File: src/rtl/if_fetch_ctrl_if.sv
`default_nettype none
//============================================================================
// if_fetch_ctrl_if : instruction-memory request/grant/rvalid bus bundle
// Rev 1.0
//============================================================================
interface if_fetch_ctrl_if;
   logic        im_req;
   logic [31:0] im_addr;
   logic        im_gnt;
   logic        im_rvalid;
   logic [31:0] im_rdata;

   modport master (
      output im_req,
      output im_addr,
      input  im_gnt,
      input  im_rvalid,
      input  im_rdata
   );

   modport slave (
      input  im_req,
      input  im_addr,
      output im_gnt,
      output im_rvalid,
      output im_rdata
   );
endinterface
`default_nettype wire

File: src/rtl/if_fetch_ctrl.sv
`default_nettype none
//============================================================================
// if_fetch_ctrl : IF-stage fetch controller, one outstanding memory access
// Rev 1.0
//============================================================================
module if_fetch_ctrl #(
   parameter logic [31:0] RESET_PC = 32'h0000_0000
) (
   input  logic                   clk,
   input  logic                   rst,
   input  logic                   stall,
   input  logic                   next_pc_sel,
   input  logic [31:0]            target_pc,
   if_fetch_ctrl_if.master        imem,
   output logic [31:0]            pc,
   output logic [31:0]            inst,
   output logic                   stall_IF
);

   localparam logic [1:0] S_REQ   = 2'd0;
   localparam logic [1:0] S_WAIT  = 2'd1;
   localparam logic [1:0] S_DROP  = 2'd2;
   localparam logic [1:0] S_VALID = 2'd3;

   logic [1:0]  r_state;
   logic [1:0]  w_state_nxt;
   logic [31:0] r_fetch_pc;
   logic [31:0] w_fetch_pc_nxt;
   logic [31:0] r_pc;
   logic [31:0] r_inst;
   logic        w_capture;
   logic [31:0] w_target_aligned;

   assign w_target_aligned = target_pc & 32'hFFFF_FFFC;

   always_ff @(posedge clk) begin
      if (!rst) begin
         r_state <= S_REQ;
      end else begin
         r_state <= w_state_nxt;
      end
   end

   // A redirect always reloads fetch_pc; the state only decides whether an
   // in-flight response still has to be drained (DROP) before re-issuing.
   always_comb begin
      w_state_nxt    = r_state;
      w_fetch_pc_nxt = r_fetch_pc;
      w_capture      = 1'b0;
      if (next_pc_sel) begin
         w_fetch_pc_nxt = w_target_aligned;
      end
      case (r_state)
         S_REQ: begin
            if (imem.im_gnt) begin
               w_state_nxt = next_pc_sel ? S_DROP : S_WAIT;
            end
         end
         S_WAIT: begin
            if (imem.im_rvalid) begin
               if (next_pc_sel) begin
                  w_state_nxt = S_REQ;
               end else begin
                  w_capture   = 1'b1;
                  w_state_nxt = S_VALID;
               end
            end else if (next_pc_sel) begin
               w_state_nxt = S_DROP;
            end
         end
         S_DROP: begin
            if (imem.im_rvalid) begin
               w_state_nxt = S_REQ;
            end
         end
         S_VALID: begin
            if (next_pc_sel) begin
               w_state_nxt = S_REQ;
            end else if (!stall) begin
               w_state_nxt    = S_REQ;
               w_fetch_pc_nxt = r_fetch_pc + 32'd4;
            end
         end
         default: begin
            w_state_nxt = S_REQ;
         end
      endcase
   end

   always_comb begin
      imem.im_req  = 1'b0;
      imem.im_addr = r_fetch_pc;
      stall_IF     = 1'b1;
      if (rst) begin
         imem.im_req = (r_state == S_REQ);
         stall_IF    = (r_state != S_VALID);
      end
   end

   always_ff @(posedge clk) begin
      if (!rst) begin
         r_fetch_pc <= RESET_PC;
         r_pc       <= 32'h0000_0000;
         r_inst     <= 32'h0000_0000;
      end else begin
         r_fetch_pc <= w_fetch_pc_nxt;
         if (w_capture) begin
            r_pc   <= r_fetch_pc;
            r_inst <= imem.im_rdata;
         end
      end
   end

   assign pc   = r_pc;
   assign inst = r_inst;

endmodule
`default_nettype wire

File: src/flat_wrapper.sv
// flat-port wrapper written by rule: the top's interface ports become plain ports
module if_fetch_ctrl_flat 
#(
   parameter logic [31:0] RESET_PC = 32'h0000_0000
)
  (clk, rst, stall, next_pc_sel, target_pc, pc, inst, stall_IF, imem_im_req, imem_im_addr, imem_im_gnt, imem_im_rvalid, imem_im_rdata);
  if_fetch_ctrl_if imem_i ();
  input  logic clk;
  input  logic rst;
  input  logic stall;
  input  logic next_pc_sel;
  input  logic [31:0] target_pc;
  output logic [31:0] pc;
  output logic [31:0] inst;
  output logic stall_IF;
  output wire logic [$bits(imem_i.im_req)-1:0] imem_im_req;
  output wire logic [$bits(imem_i.im_addr)-1:0] imem_im_addr;
  input wire logic [$bits(imem_i.im_gnt)-1:0] imem_im_gnt;
  input wire logic [$bits(imem_i.im_rvalid)-1:0] imem_im_rvalid;
  input wire logic [$bits(imem_i.im_rdata)-1:0] imem_im_rdata;
  assign imem_im_req = imem_i.im_req;
  assign imem_im_addr = imem_i.im_addr;
  assign imem_i.im_gnt = imem_im_gnt;
  assign imem_i.im_rvalid = imem_im_rvalid;
  assign imem_i.im_rdata = imem_im_rdata;
  if_fetch_ctrl #(.RESET_PC(RESET_PC)) u_core (.clk(clk), .rst(rst), .stall(stall), .next_pc_sel(next_pc_sel), .target_pc(target_pc), .imem(imem_i), .pc(pc), .inst(inst), .stall_IF(stall_IF));
endmodule
File: config.mk
export PLATFORM = sky130hd
export DESIGN_NAME = if_fetch_ctrl_flat
export DESIGN_NICKNAME = d
export VERILOG_FILES = /design/src/rtl/if_fetch_ctrl_if.sv /design/src/rtl/if_fetch_ctrl.sv /design/src/flat_wrapper.sv
export SDC_FILE = /design/constraint.sdc
export NUM_CORES = 1
export LEC_CHECK = 0
export ABC_AREA = 0
export CORE_UTILIZATION = 45
export CTS_BUF_LIST = sky130_fd_sc_hd__clkbuf_8 sky130_fd_sc_hd__clkbuf_16
export CTS_CLUSTER_SIZE = 24
export DETAILED_ROUTE_END_ITERATION = 10
export PLACE_DENSITY = 0.93
export SYNTH_ARGS = -nofsm -noshare
export SYNTH_HDL_FRONTEND = slang
export SYNTH_SLANG_ARGS = --single-unit
export TNS_END_PERCENT = 5
File: constraint.sdc
create_clock -name clk -period 3.2 [get_ports clk]
set_clock_uncertainty 0.1 [all_clocks]
set_input_delay 0.64 -clock clk [delete_from_list [all_inputs] [get_ports clk]]
set_output_delay 0.64 -clock clk [all_outputs]
set_load 0.02 [all_outputs]
==> flow_metrics.py <==
metrics = {
    "floorplanning": {
        "rows": 35,
        "dieHeight_um": 99.7,
        "initial_core_util": 0.464,
        "ios": 168,
        "dieArea_mm2": 0.00993,
        "design.core.area_mm2": 0.00924,
        "fp.dieW_um": 99.7,
    },
    "worst_setup_path": {
        "crit_type": "in2out",
        "cp_data_required_time_ns": 2.46,
        "crit_arrival_ns": 2.08,
        "start_kind": "input pin",
        "crit_path_max_fanout": 3,
        "worstSetupEndpointType": "primary output",
    },
    "grt": {
        "antenna_found_initial": 0,
        "first_global_vias": 4260,
        "grt_use_total": 0.245,
        "grt_max_degree": 83,
        "grt.overflow.total": 0,
        "grt_pass1_wl_mm": 19.7,
    },
    "detailed_routing": {
        "dr_total_vias": 4375,
        "drt-pass1-iter-count": 5,
        "route.detailed.drc": 0,
        "wire_per_inst_um": 15.3,
        "ant_nets": 0,
        "drtIter0Drc": 225,
        "via_per_inst": 5.39,
        "routed_wl_mm": 12.4,
    },
    "synthesis": {
        "synth_top_family_by_area": "simple AND/OR/NAND/NOR gates",
        "synth_compound_area_frac": 0.177,
        "yosys.area_share.xor_xnor": 0.0245,
        "syn-num-nets": 600,
        "yosys.area_share.simple": 0.273,
        "synth_edf_count": 0,
        "synth_seq_area_share": 0.457,
        "ys.flop_type": "dfxtp_1",
        "synth.distinct_cells": 53,
        "async_flop_share": 0,
        "yosys.area_share.adder": 0.00292,
        "synth.ff_latch_count": 98,
        "syn_inst": 529,
        "syn_area_mm2": 0.00429,
        "synthMuxAreaShare": 0.0157,
        "syn_avg_cell_area_um2": 8.11,
        "yosys_warnings": 0,
    },
    "layout": {
        "antenna_cells": 0,
        "area_growth_pct": 44.4,
        "fin_nets": 748,
        "layout-drive-gt1-share": 0.0777,
        "final.fill_count": 728,
    },
    "pwr": {
        "cellPowerDensity_mw_per_mm2": 390,
        "p_leak_nw": 2.08,
        "power_w": 0.00242,
        "peakVddDrop_v": 0.000209,
    },
    "place": {
        "routabilityCongestion": 0.828,
        "dp_hpwl_mm": 8.94,
        "io_buffers": 165,
    },
    "clock_tree": {
        "cts_buffer_depth": 2,
        "post-cts-setup-buffers": 0,
        "cts_buffers": 9,
        "cts_sinks": 98,
        "tritoncts": "done",
        "path_clk_slew_ns": 0.09,
        "cts.repair.resized": 0,
        "ctsHoldBuffers": 0,
        "htreeDepth": 3,
        "clk_latency_ns": 0.35,
        "root_buffer": "clkbuf_8",
    },
    "timing": {
        "slew-limit-headroom": 0.436,
        "rsz0062_at_grt": "false",
        "fin_crit_sh": 0.881,
        "worst_slew_pin_slew_ns": 0.846,
        "drv_slew": 0,
        "clock.fmax_mhz": 355,
        "finalSetupViolCount": 0,
        "fin_crit_ns": 2.82,
        "setup_tns_ns": 0,
        "hold_violations": 0,
    },
    "job": {
        "drv_cap": 0,
    },
    "min_path": {
        "hold_class": "reg2reg",
    },
    "run_status": {
        "status": "finished, final reports clean",
    },
}
synthesized netlist by cell type (2+ instances only):
cell type  number  area [um2]
a211oi_1        9        67.6
a21oi_1        86         430
a311oi_1        6        52.6
a31oi_1         2        12.5
and3_1          5        31.3
and3_2          2        15.0
and3_4          2        22.5
and4_1          3        26.3
buf_1          10        37.5
buf_2           7        35.0
buf_4           2        15.0
buf_6           2        22.5
clkbuf_1       15        56.3
dfxtp_1        98        1960
inv_1           5        18.8
mux2_2          6        67.6
nand2_1       146         548
nand3_1        12        60.1
nand4_1         6        37.5
nand4_2         2        25.0
nand4_4         2        42.5
nor2_1         13        48.8
nor2b_1         2        12.5
nor3_1         14        70.1
nor3_2          3        30.0
nor4_1          4        25.0
nor4_2          2        25.0
nor4_4          2        42.5
o211ai_1        4        30.0
o21ai_0        20         100
o311ai_0        2        17.5
o31a_1          2        17.5
or3_1           3        18.8
xnor2_1         6        52.6
xor2_1          6        52.6
worst max-delay path, cell delays in order:
cell	delay, ns
clkdlybuf4s50_1	0.55
inv_2	0.05
nor3_1	0.17
clkdlybuf4s50_1	0.66
stage by stage:
stage	cell area [um2]	worst slack (ns)	util	std cells	hold slack, ns
2_1_floorplan	4290	1.13	-	529	0.433
3_3_place_gp	6010	0.435	0.650	795	0.341
3_5_place_dp	6010	0.377	0.650	795	0.347
4_1_cts	6200	0.352	0.671	811	0.360
5_1_grt	6200	0.323	0.671	811	0.377
6_report	6200	0.382	0.671	811	0.357
logic make-up after synthesis:
logic type,after synthesis
simple gates,233
compound gates,135
flops,98
buf+inv,44
xor+xnor,12
mux,6
fa+ha+maj,1
placed cells by master (no fill, tap or decap), types with 5 or more instances in the layout:
cell / instances
nand3_1: 12
nand4_1: 6
inv_1: 5
nor3_1: 14
nand2_1: 146
o21ai_0: 20
xnor2_1: 6
clkbuf_8: 9
nor2_1: 13
mux2_2: 6
a211oi_1: 9
buf_4: 10
a311oi_1: 6
a21oi_1: 86
dfxtp_1: 98
clkdlybuf4s50_1: 165
xor2_1: 6
and3_1: 5
routing by layer:
| metal | vias to the layer above | global-route usage | part of all wire |
|---|---|---|---|
| met5 | - | 0 | 0 |
| met4 | 0 | 0.102 | 0.023 |
| met3 | 25 | 0.0506 | 0.070 |
| met2 | 176 | 0.424 | 0.51 |
| met1 | 2045 | 0.297 | 0.40 |
| li1 | 2129 | - | - |
cell type report:
type | count | area, um2 | area share
Clock buffer | 9 | 124 | 0.0200
Clock inverter | 7 | 68.8 | 0.0111
Inverter | 6 | 22.5 | 0.00363
Multi-Input combinational cell | 387 | 2130 | 0.344
Sequential cell | 98 | 1960 | 0.317
Tap cell | 129 | 161 | 0.0260
Timing Repair Buffer | 175 | 1730 | 0.279
state kept, by name, summed over array words and instances, names as in the netlist:
signal	flops
u_core.inst	32
u_core.imem.im_addr	32
u_core.r_state	2
u_core.pc	32
path summary, 6_finish.rpt:
kind / slack, ns / endpoint / cells past startpoint / startpoint
worst max-delay path: 0.38 / imem_im_req / 4 / rst
worst min-delay path: 0.36 / u_core.pc[17] / 2 / u_core.pc[17]
worst max register to register: 1.20 / u_core.imem.im_addr[26] / 6 / u_core.imem.im_addr[2]
worst min register to register: 0.36 / u_core.pc[17] / 2 / u_core.pc[17]
report_power, final:
group / leakage, nW / internal (W) / switching [W]
clock network: 0.101 / 0.000362 / 0.000431
registers: 0.797 / 0.00125 / 0.0000561
logic: 1.18 / 0.000173 / 0.000145
total: 2.08 / 0.00179 / 0.000633
(Power assumes the default switching activity.)
